--- src/rtl/down_counter_ld.sv ---
// down_counter_ld: loadable down-counter with clock enable and a small
// run-state controller, used for countdown timers and alarm digits.
// Each digit's combinational borrow_out feeds the next digit's ce, so a
// chain of digits moves on the same clock edge.
//
// Optional feature macro: DOWN_CNT_TC_LATCH_EN
//   When this macro is defined, the block gains the tc_clr input and the
//   sticky tc_flag output. tc_flag records that an underflow (borrow)
//   happened, and it stays set until software clears it.
//
// state | meaning
// ------+------------------------------------------------------------
// IDLE  | loaded or just reset; ce is ignored until start
// RUN   | counts down on each ce pulse
// PAUSE | stopped by stop; start resumes from the held count
// DONE  | one-shot reached 0; start re-arms only when cnt != 0

module down_counter_ld #(
  parameter int NUMBER_OF_BIT = 4,
  parameter int MAX_VALUE     = 10,
  parameter int RST_INIT      = 0
) (
  input  logic                     clk,
  input  logic                     glob_rst_n,
  input  logic                     ce,
  input  logic                     start,
  input  logic                     stop,
  input  logic                     load,
  input  logic [NUMBER_OF_BIT-1:0] load_val,
  input  logic                     one_shot,
  output logic [NUMBER_OF_BIT-1:0] cnt,
  output logic                     borrow_out,
  output logic                     running,
  output logic                     done
`ifdef DOWN_CNT_TC_LATCH_EN
  ,
  input  logic                     tc_clr,
  output logic                     tc_flag
`endif
);

  typedef enum logic [1:0] {
    S_IDLE  = 2'd0,
    S_RUN   = 2'd1,
    S_PAUSE = 2'd2,
    S_DONE  = 2'd3
  } state_t;

  // Wrap reload value and reset value, sized to the counter width.
  localparam logic [NUMBER_OF_BIT-1:0] TOP_VAL = NUMBER_OF_BIT'(MAX_VALUE - 1);
  localparam logic [NUMBER_OF_BIT-1:0] RST_VAL = NUMBER_OF_BIT'(RST_INIT);
  localparam logic [NUMBER_OF_BIT-1:0] ONE     = NUMBER_OF_BIT'(1);

  state_t                   state;
  state_t                   state_nxt;
  logic [NUMBER_OF_BIT-1:0] cnt_nxt;
  logic [NUMBER_OF_BIT-1:0] load_clamped;
  logic                     cnt_zero;

  // An out-of-range load value saturates to the top of the legal range.
  assign load_clamped = (load_val > TOP_VAL) ? TOP_VAL : load_val;
  assign cnt_zero     = (cnt == '0);

  // Borrow is combinational so that the next digit sees it on the same edge.
  // The reset term forces it low while reset is asserted, with no clock.
  assign borrow_out = glob_rst_n & (state == S_RUN) & ce & cnt_zero & ~load & ~stop;

  // Next-state and next-count decision, in priority order: load, stop, start, count.
  always_comb begin
    state_nxt = state;
    cnt_nxt   = cnt;
    if (load) begin
      cnt_nxt   = load_clamped;
      state_nxt = S_IDLE;
    end else if (stop) begin
      if (state == S_RUN) begin
        state_nxt = S_PAUSE;
      end
    end else if (start) begin
      case (state)
        S_IDLE:  state_nxt = S_RUN;
        S_PAUSE: state_nxt = S_RUN;
        S_DONE:  state_nxt = cnt_zero ? S_DONE : S_RUN;
        default: state_nxt = state;
      endcase
    end else if ((state == S_RUN) && ce) begin
      if (!cnt_zero) begin
        cnt_nxt = cnt - ONE;
      end else if (one_shot) begin
        state_nxt = S_DONE;
      end else begin
        cnt_nxt = TOP_VAL;
      end
    end
  end

  // State, count and the registered status decodes of the next state.
  always_ff @(posedge clk or negedge glob_rst_n) begin
    if (!glob_rst_n) begin
      state   <= S_IDLE;
      cnt     <= RST_VAL;
      running <= 1'b0;
      done    <= 1'b0;
    end else begin
      state   <= state_nxt;
      cnt     <= cnt_nxt;
      running <= (state_nxt == S_RUN);
      done    <= (state_nxt == S_DONE);
    end
  end

`ifdef DOWN_CNT_TC_LATCH_EN
  // Sticky underflow flag. If a borrow and a clear happen on the same edge,
  // the borrow wins so the underflow is not lost. A load does not clear it.
  always_ff @(posedge clk or negedge glob_rst_n) begin
    if (!glob_rst_n) begin
      tc_flag <= 1'b0;
    end else if (borrow_out) begin
      tc_flag <= 1'b1;
    end else if (tc_clr) begin
      tc_flag <= 1'b0;
    end
  end
`endif

endmodule

--- config.mk ---
export PLATFORM = sky130hd
export DESIGN_NAME = down_counter_ld
export DESIGN_NICKNAME = d
export VERILOG_FILES = /design/src/rtl/down_counter_ld.sv
export SDC_FILE = /design/constraint.sdc
export NUM_CORES = 1
export LEC_CHECK = 0
export BUFFER_PORTS_ARGS = -buffer_cell sky130_fd_sc_hd__buf_2
export CAP_MARGIN = 25
export CELL_PAD_IN_SITES_DETAIL_PLACEMENT = 0
export CELL_PAD_IN_SITES_GLOBAL_PLACEMENT = 1
export CORE_MARGIN = 3
export CORE_UTILIZATION = 32
export DETAILED_ROUTE_END_ITERATION = 8
export PLACE_DENSITY_LB_ADDON = 0.1
export RECOVER_POWER = 50
export SYNTH_ARGS = -nofsm -noshare
export SYNTH_HDL_FRONTEND = slang
export SYNTH_SLANG_ARGS = --single-unit
--- constraint.sdc ---
create_clock -name clk -period 2 [get_ports clk]
set_clock_uncertainty 0.2 [all_clocks]
set_input_delay 0.2 -clock clk [delete_from_list [all_inputs] [get_ports clk]]
set_output_delay 0.2 -clock clk [all_outputs]
set_load 0.05 [all_outputs]
==> reports/qor.yml, run 1 <==
timing:
  rsz0062_at_grt: "no"
  clock.fmax_mhz: 539
  relSlewSlack: 0.605
  min_period_over_period: 0.927
  slew_violations: 0
  tightest_slew_ns: 0.595
  final-setup-viol-count: 0
  tns_ns: 0
  finalHoldViolations: 0
  fin_crit_ns: 1.85
worst_setup_path:
  reg2reg_slack_ns: 0.38
  crit_type: "flop to output pin"
  crit_path_start: "cnt[2]"
  slowest_stage: "dfrtp_2"
  endpoint: "borrow_out"
  required_ns: 1.60
  ff2ff_path_depth: 4
  cp_max_fo: 5
  worstPathCellList: "nor4_4 -> nand2_1 -> nor2_2 -> buf_6"
  worstSetupPathDepth: 4
  crit_family: "simple AND/OR/NAND/NOR gates"
  crit_arrival_ns: 1.45
  worst-path-buf-inv: 1
  max_stage_delay_ns: 0.44
  critPathLaunchType: "flop"
  cp-end-kind: "output pin"
  r2r-start: "cnt[2]"
  r2r-end: "running"
global_route:
  grt_max_degree: 13
  grt_pass1_wl_mm: 1.82
  grt-ovfl-total: 0
  grt_pass1_vias: 433
  grtUsageTotal: 0.129
  antenna_found_initial: 0
cells_and_area:
  diodes: 0
  finish.net_count: 92
  fin_cells: 94
  drive_above_1_share: 0.316
  syn_to_final_growth_pct: 40.9
power_and_ir_drop:
  leakage_nw: 0.312
  power.density_mw_per_mm2: 626
  ir_worst_vdd_mv: 0.325
  power_mw: 0.421
  power_switching_mw: 0.134
  combPwrFrac: 0.269
  pwr-share-clk: 0.282
  switching_share: 0.319
  intPower_mw: 0.286
  pwr-share-seq: 0.450
floorplanning:
  rows: 13
  start_util: 0.353
  dieArea_mm2: 0.00199
  dieWidth_um: 44.6
  core_area_mm2: 0.00135
  die_h_um: 44.6
  io_pins: 18
clock_network:
  numCtsBuffers: 3
  clk_latency_ns: 0.25
  cts.sinks: 8
  cts.clk_slew.worst_paths_ns: 0.05
  clockBufferDepth: 2
  cts_max_level: 1
  cts_root_buf: "clkbuf_4"
  cts_tree: "built"
placed_design:
  finalWeightedCongestion: 0.752
  placed_cells: 83
  io_buffers: 17
synth:
  synth_area_leader_cell: "dfrtp_1"
  yosysSeqAreaShare: 0.420
  yosys_warnings: 0
  synth.area.top_cells: "dfrtp_1 42%, nor2_1 4.7%, nor4_4 4.5%"
  ys_seq_elements: 8
  synth_cell_types: 28
  synth.avg_cell_area_um2: 8.99
  synth_cells: 53
  syn-cell-area_um2: 477
  yosys.area.top_type_share: 0.420
  synth_nets: 64
detailed_routing:
  first_pass_iters: 5
  drcViolationCount: 0
  wire_per_inst_um: 12.3
  initialDrtViolationCount: 7
  final_antenna_net_count: 0
  dr_total_vias: 476
  wirelength_mm: 1.15
  viasPerCell: 5.06
run_status:
  status: "complete, no violations"
min_path:
  hold_class: "input port to flop"
job:
  drv_cap: 0
-- placed cells by master, fill, tap and decap left out --
cell	count
buf_2	14
dfrtp_1	7
nor2_1	5
o21ai_0	4
dlygate4sd3_1	4
buf_4	4
a21oi_1	3
nand2_1	3
clkbuf_4	3
inv_1	2
nand3_1	2
a31oi_1	2
nor2b_1	2
mux2i_1	2
nand3b_1	2
clkbuf_1	2
nand2b_1	1
a22oi_1	1
nor4_4	1
and3b_1	1
nand4_1	1
and3_1	1
and2_1	1
nor3b_1	1
nand4b_1	1
nor2_2	1
o22ai_1	1
or4_1	1
o211ai_1	1
nor3_1	1
a21boi_1	1
a311oi_1	1
dfrtp_2	1
buf_6	1
-- sequential cells by signal (all words and copies together), names as in the netlist --
register and count:
state 2, cnt 4, done 1, running 1
-- final cells by class --
cell class                      instances  area (um2)
Inverter                                2        7.51
Fill cell                             139         678
Multi-Input combinational cell         41         263
Tap cell                               15        18.8
Clock buffer                            3        22.5
Timing Repair Buffer                   25         159
Sequential cell                         8         201
-- worst register-to-register path, stage by stage (launching register included) --
cell and delay [ns]:
dfrtp_2 0.44, nor4_4 0.38, nand4_1 0.12, and3_1 0.21, and2_1 0.16
-- routing by layer --
layer | track usage | routed length [um] | share of wire
met3 | 0.0285 | 48 | 0.042
met2 | 0.181 | 590 | 0.51
met1 | 0.174 | 516 | 0.45
met5 | 0 | 0 | 0
met4 | 0.0904 | 0 | 0
-- metrics by stage --
stage          hold WS, ns  worst slack, ns  instance area, um2   util
3_5_place_dp        -0.143            0.315                 574  0.425
4_1_cts            0.00671           0.0343                 637  0.472
3_3_place_gp        -0.141            0.335                 574  0.425
5_1_grt            0.00499           0.0284                 672  0.498
2_1_floorplan       -0.296           0.0316                 479      -
6_report            0.0155            0.145                 672  0.498
-- repair_timing --
action	in CTS	in global routing
buffers inserted	0	4
hold buffers	4	0
endpoints found under the hold margin	11	0
setup endpoints to repair	0	1
resized for setup	0	4
-- synth_stat cells --
master / instances
dfrtp_1: 8
nor2_1: 6
o21ai_0: 4
a21oi_1: 3
nand2_1: 3
a31oi_1: 2
inv_1: 2
mux2i_1: 2
nand3_1: 2
nand3b_1: 2
nor2b_1: 2
a21boi_1: 1
a22oi_1: 1
a311oi_1: 1
and2_1: 1
and3_1: 1
and3b_1: 1
buf_2: 1
clkbuf_1: 1
nand2b_1: 1
nand4_1: 1
nand4b_1: 1
nor3_1: 1
nor3b_1: 1
nor4_4: 1
o211ai_1: 1
o22ai_1: 1
or4_1: 1
-- kinds of logic (layout without fill, tap and decap cells) --
family | after synthesis | in the layout | share of synthesized area
and+or+nand+nor | 25 | 25 | 0.325
AOI/OAI and AO/OA | 14 | 14 | 0.178
muxes | 2 | 2 | 0.0420
buffers and inverters | 4 | 30 | 0.0341
DFF | 8 | 8 | 0.420
-- power by group through the flow --
stage,registers [mW],clock network [mW],logic (mW)
final,0.189,0.118,0.113
after global routing,0.191,0.136,0.123
after CTS,0.190,0.127,0.104
after detailed placement,0.192,0,0.0978
after global placement,0.192,0,0.0989
after floorplan,0.220,0,0.0368
-- worst min path at each step --
stage                            from       end  slack, ns  cells after the start
after CTS                 load_val[2]    cnt[2]      0.007                      3
after global routing      load_val[2]    cnt[2]      0.005                      3
final                     load_val[2]    cnt[2]       0.02                      3
after global placement     glob_rst_n      done      -0.14                      1
after detailed placement   glob_rst_n  state[0]      -0.14                      1
after floorplan            glob_rst_n    cnt[0]      -0.30                      0
(Power assumes the default switching activity.)
==> run 2, diff against run 1 <==
- CORE_UTILIZATION: 32 -> 35
- CTS_BUF_LIST: not set -> sky130_fd_sc_hd__clkbuf_2 sky130_fd_sc_hd__clkbuf_4 sky130_fd_sc_hd__clkbuf_8
==> reports/qor.yml, run 2 (same netlist as run 1, synthesis figures left out) <==
timing:
  final-setup-viol-count: 0  # unchanged
  finalHoldViolations: 0  # unchanged
  relSlewSlack: 0.605  # about the same
  tns_ns: 0  # unchanged
  min_period_over_period: 0.949  # was 0.927
  clock.fmax_mhz: 527  # was 539 MHz
  tightest_slew_ns: 0.596  # was 0.595 ns
  fin_crit_ns: 1.90  # was 1.85 ns
  slew_violations: 0  # unchanged
  rsz0062_at_grt: "no"  # unchanged
cells_and_area:
  diodes: 0  # unchanged
  reg.largest.list: "cnt: 4 flops, state: 2 flops"  # unchanged
  layout_common_cells: "14 x buf_2, 8 x dfrtp_1, 5 x nor2_1"  # was 14 x buf_2, 7 x dfrtp_1, 5 x nor2_1
  multiInputGateArea_um2: 263  # unchanged
  regArea_um2: 200  # was 201 um2
  final_common_cell: "buf_2"  # unchanged
  finish.net_count: 87  # was 92
  largest-register: "cnt"  # unchanged
  drive_above_1_share: 0.284  # was 0.316
  largest_reg_flops: 4  # unchanged
  fillers: 117  # was 139
  syn_to_final_growth_pct: 30.7  # was 40.9%
clock_network:
  cts.clk_slew.worst_paths_ns: 0.05  # about the same
  cts_root_buf: "clkbuf_4"  # unchanged
  clk_latency_ns: 0.24  # was 0.25 ns
  cts.sinks: 8  # unchanged
  cts_max_level: 1  # unchanged
  numCtsBuffers: 3  # unchanged
  clockBufferDepth: 2  # unchanged
  cts_tree: "built"  # unchanged
global_route:
  grt_max_degree: 13  # unchanged
  grt_pass1_vias: 424  # was 433
  antenna_found_initial: 0  # unchanged
  grt_pass1_wl_mm: 1.88  # was 1.82 mm
  grt-ovfl-total: 0  # unchanged
  grtUsageTotal: 0.133  # was 0.129
detailed_routing:
  initialDrtViolationCount: 21  # was 7
  wirelength_mm: 1.05  # was 1.15 mm
  drcViolationCount: 0  # unchanged
  dr_total_vias: 472  # was 476
  wire_per_inst_um: 12.0  # was 12.3 um
  viasPerCell: 5.36  # was 5.06
  final_antenna_net_count: 0  # unchanged
  first_pass_iters: 2  # was 5
power_and_ir_drop:
  power_mw: 0.406  # was 0.421 mW
  power.density_mw_per_mm2: 651  # was 626 mW/mm2
  ir_worst_vdd_mv: 0.327  # was 0.325 mV
  leakage_nw: 0.288  # was 0.312 nW
worst_setup_path:
  reg2reg_slack_ns: 0.28  # was 0.38 ns
  cp_max_fo: 8  # was 5
  cp-end-kind: "output pin"  # unchanged
  required_ns: 1.60  # about the same
  critPathLaunchType: "flop"  # unchanged
  crit_arrival_ns: 1.50  # was 1.45 ns
  crit_type: "flop to output pin"  # unchanged
run_status:
  status: "complete, no violations"  # unchanged
placed_design:
  io_buffers: 17  # unchanged
  finalWeightedCongestion: 0.698  # was 0.752
  hpwl_um: 819
floorplanning:
  rows: 12  # was 13
  die_h_um: 42.9  # was 44.6 um
  dieArea_mm2: 0.00184  # was 0.00199 mm2
  io_pins: 18  # unchanged
  start_util: 0.402  # was 0.353
  dieWidth_um: 42.9  # was 44.6 um
  core_area_mm2: 0.00119  # was 0.00135 mm2
min_path:
  hold_class: "input port to flop"  # unchanged
job:
  drv_cap: 0  # unchanged
[run 2: changes by cell type in the layout (fill, tap and decap cells not counted)]
cell and change:
dfrtp_2 -1, buf_6 -1, buf_4 -3, dlygate4sd3_1 -2
dfrtp_1 +1, clkbuf_4 +1
[run 2: what timing repair did]
| item | in CTS | in global routing |
|---|---|---|
| setup buffers | 0 | 1 |
| resized for setup | 0 | 1 |
| endpoints found under the setup margin | 0 | 1 |
| hold buffers | 2 | 0 |
| hold endpoints to repair | 9 | 0 |
[run 2: area by class of cell]
type                    instances  area share
repair buffers                 20       0.181
clock buffers                   3      0.0361
flip-flops and latches          8       0.321
well taps                      14      0.0281
inverters                       2      0.0120
multi-input cells              41       0.422
[run 2: final timing paths]
check | startpoint | endpoint | depth (start not counted)
min in group asynchronous | glob_rst_n | cnt[1] | 2
setup / recovery | cnt[2] | borrow_out | 4
hold / removal | load_val[1] | cnt[1] | 3
setup reg to reg | cnt[2] | running | 5
max in group asynchronous | glob_rst_n | state[0] | 2
hold reg to reg | state[0] | state[0] | 2
[run 2: worst max-delay path, cell delays in order, from the launching register on]
cell      delay, ns
dfrtp_1        0.47
nor4_4         0.36
nand2_1        0.10
nor2_2         0.10
clkbuf_4       0.22
[run 2: metrics by stage]
stage | setup WS, ns | utilization | hold WS [ns] | std cells | area, um2
2_1_floorplan | 0.0316 | - | -0.296 | 53 | 479
3_3_place_gp | 0.341 | 0.483 | -0.143 | 82 | 573
3_5_place_dp | 0.302 | 0.483 | -0.144 | 82 | 573
4_1_cts | 0.0268 | 0.519 | 0.00962 | 87 | 616
5_1_grt | 0.000583 | 0.525 | 0.0210 | 88 | 623
6_report | 0.101 | 0.525 | 0.0123 | 88 | 623
[run 2: power by group]
part / internal [mW] / leakage (nW) / switching (mW)
Combinational: 0.0372 / 0.171 / 0.0645
Clock: 0.0680 / 0.0138 / 0.0455
Sequential: 0.173 / 0.103 / 0.0177
Total: 0.278 / 0.288 / 0.128
[run 2: metal layers]
metal / wire, um / up-vias / GRT usage
li1: - / 241 / -
met1: 527 / 222 / 0.190
met2: 481 / 9 / 0.189
met3: 44 / 0 / 0.0424
met4: 0 / 0 / 0.0373
met5: 0 / - / 0
==> run 3, diff against run 2 <==
- PLACE_DENSITY_LB_ADDON: 0.1 -> 0.05
==> reports/qor.yml, run 3 (same netlist as run 1, synthesis figures left out) <==
cells_and_area:
  finish.net_count: 89  # was 87
  reg.largest.list: "cnt: 4 flops, state: 2 flops"  # unchanged
  largest-register: "cnt"  # unchanged
  largest_reg_flops: 4  # unchanged
  final_common_cell: "buf_2"  # unchanged
  syn_to_final_growth_pct: 34.9  # was 30.7%
  utilization: 0.542  # was 0.525
  layout_common_cells: "14 x buf_2, 8 x dfrtp_1, 5 x nor2_1"  # unchanged
  drive_above_1_share: 0.276  # was 0.284
  diodes: 0  # unchanged
  fin_cells: 90  # was 88
floorplanning:
  start_util: 0.402  # unchanged
  dieArea_mm2: 0.00184  # unchanged
  io_pins: 18  # unchanged
  dieWidth_um: 42.9  # unchanged
  die_h_um: 42.9  # unchanged
  core_area_mm2: 0.00119  # unchanged
  rows: 12  # unchanged
power_and_ir_drop:
  pwr-share-clk: 0.283  # was 0.280
  ir_worst_vdd_mv: 0.371  # was 0.327 mV
  intPower_mw: 0.280  # was 0.278 mW
  power_mw: 0.410  # was 0.406 mW
  leakage_nw: 0.296  # was 0.288 nW
  power_switching_mw: 0.129  # was 0.128 mW
  switching_share: 0.316  # was 0.315
  power.density_mw_per_mm2: 637  # was 651 mW/mm2
  pwr-share-seq: 0.463  # was 0.469
  combPwrFrac: 0.253  # was 0.251
placed_design:
  hpwl_um: 777  # was 819 um
  io_buffers: 17  # unchanged
  placed_cells: 82  # unchanged
  finalWeightedCongestion: 0.775  # was 0.698
detailed_routing:
  dr_total_vias: 455  # was 472
  first_pass_iters: 3  # was 2
  wire_per_inst_um: 11.2  # was 12.0 um
  drcViolationCount: 0  # unchanged
  final_antenna_net_count: 0  # unchanged
  initialDrtViolationCount: 7  # was 21
  wirelength_mm: 1.01  # was 1.05 mm
  viasPerCell: 5.06  # was 5.36
timing:
  slew_violations: 0  # unchanged
  min_period_over_period: 0.943  # was 0.949
  tightest_slew_ns: 0.599  # was 0.596 ns
  relSlewSlack: 0.602  # was 0.605
  finalHoldViolations: 0  # unchanged
  fin_crit_ns: 1.89  # was 1.90 ns
  final-setup-viol-count: 0  # unchanged
  rsz0062_at_grt: "no"  # unchanged
  tns_ns: 0  # unchanged
  clock.fmax_mhz: 530  # was 527 MHz
global_route:
  top_usage_layer: "met2"  # was met1
  grtUsageTotal: 0.135  # was 0.133
  antenna_found_initial: 0  # unchanged
  use_met1: 0.179  # was 0.190
  grt-ovfl-total: 0  # unchanged
  use_met3: 0.0424  # unchanged
  grt_util_met2: 0.183  # was 0.189
  grt_pass1_wl_mm: 1.80  # was 1.88 mm
  grt_max_degree: 13  # unchanged
  grt_pass1_vias: 397  # was 424
worst_setup_path:
  reg2reg_slack_ns: 0.27  # was 0.28 ns
  crit_arrival_ns: 1.49  # was 1.50 ns
  r2r-end: "running"  # unchanged
  critPathLaunchType: "flop"  # unchanged
  cp_max_fo: 8  # unchanged
  cp-end-kind: "output pin"  # unchanged
  required_ns: 1.60  # about the same
  r2r-start: "cnt[2]"  # unchanged
  crit_type: "flop to output pin"  # unchanged
  ff2ff_path_depth: 5  # unchanged
min_path:
  worstHoldEndpoint: "cnt[0]"  # was cnt[1]
  hp-start: "load_val[0]"  # was load_val[1]
  hold_class: "input port to flop"  # unchanged
  holdPathStages: 3  # unchanged
clock_network:
  cts_tree: "built"  # unchanged
  numCtsBuffers: 3  # unchanged
  cts_root_buf: "clkbuf_4"  # unchanged
  clk_latency_ns: 0.25  # was 0.24 ns
  cts.clk_slew.worst_paths_ns: 0.05  # about the same
  cts_max_level: 1  # unchanged
  clockBufferDepth: 2  # unchanged
  cts.sinks: 8  # unchanged
job:
  drv_cap: 0  # unchanged
run_status:
  status: "complete, no violations"  # unchanged
==> run 3: cell types whose count changed in the layout (fill, tap and decap cells not counted), sizes merged <==
cell	previous run	this run
dlygate4sd3	2	4
==> run 3: layer usage <==
layer / vias up / part of all wire
li1: 242 / -
met4: 0 / 0.029
met5: - / 0
met1: 197 / 0.49
met2: 13 / 0.43
met3: 3 / 0.050
==> run 3: worst max path at each step <==
stage / start / endpoint / depth (start not counted)
6_report: cnt[2] / borrow_out / 4
5_1_grt: cnt[2] / borrow_out / 4
4_1_cts: cnt[1] / borrow_out / 4
3_5_place_dp: cnt[1] / borrow_out / 4
3_3_place_gp: cnt[1] / borrow_out / 4
2_1_floorplan: cnt[1] / borrow_out / 3
==> run 3: layout make-up <==
cell class,instances,area (um2)
fillers,113,543
multi-input cells,41,263
flip-flops and latches,8,200
repair buffers,22,133
clock buffers,3,22.5
well taps,14,17.5
inverters,2,7.51
==> run 3: repair_timing <==
item / CTS / global route
hold endpoints to repair: 10 / 0
endpoints found under the setup margin: 0 / 1
setup buffers: 0 / 1
hold buffers: 4 / 0
resized for setup: 0 / 1
==> run 3: power groups by stage <==
stage | registers, mW | logic [mW] | clock network (mW)
3_5_place_dp | 0.192 | 0.0968 | 0
3_3_place_gp | 0.192 | 0.0978 | 0
2_1_floorplan | 0.220 | 0.0368 | 0
5_1_grt | 0.192 | 0.114 | 0.140
6_report | 0.190 | 0.104 | 0.116
4_1_cts | 0.189 | 0.103 | 0.125
==> run 3: critical path, cell delays in order, from the launching register on <==
cell	delay [ns]
dfrtp_1	0.46
nor4_4	0.34
nand2_1	0.10
nor2_2	0.10
clkbuf_4	0.23
==> run 3: stage by stage <==
step	cell area, um2	hold WS [ns]	setup slack (ns)
floorplan	479	-0.296	0.0316
finish	643	0.00922	0.115
CTS	636	0.00298	0.0257
global placement	573	-0.145	0.332
detailed placement	573	-0.143	0.308
global route	643	0.0225	0.00970
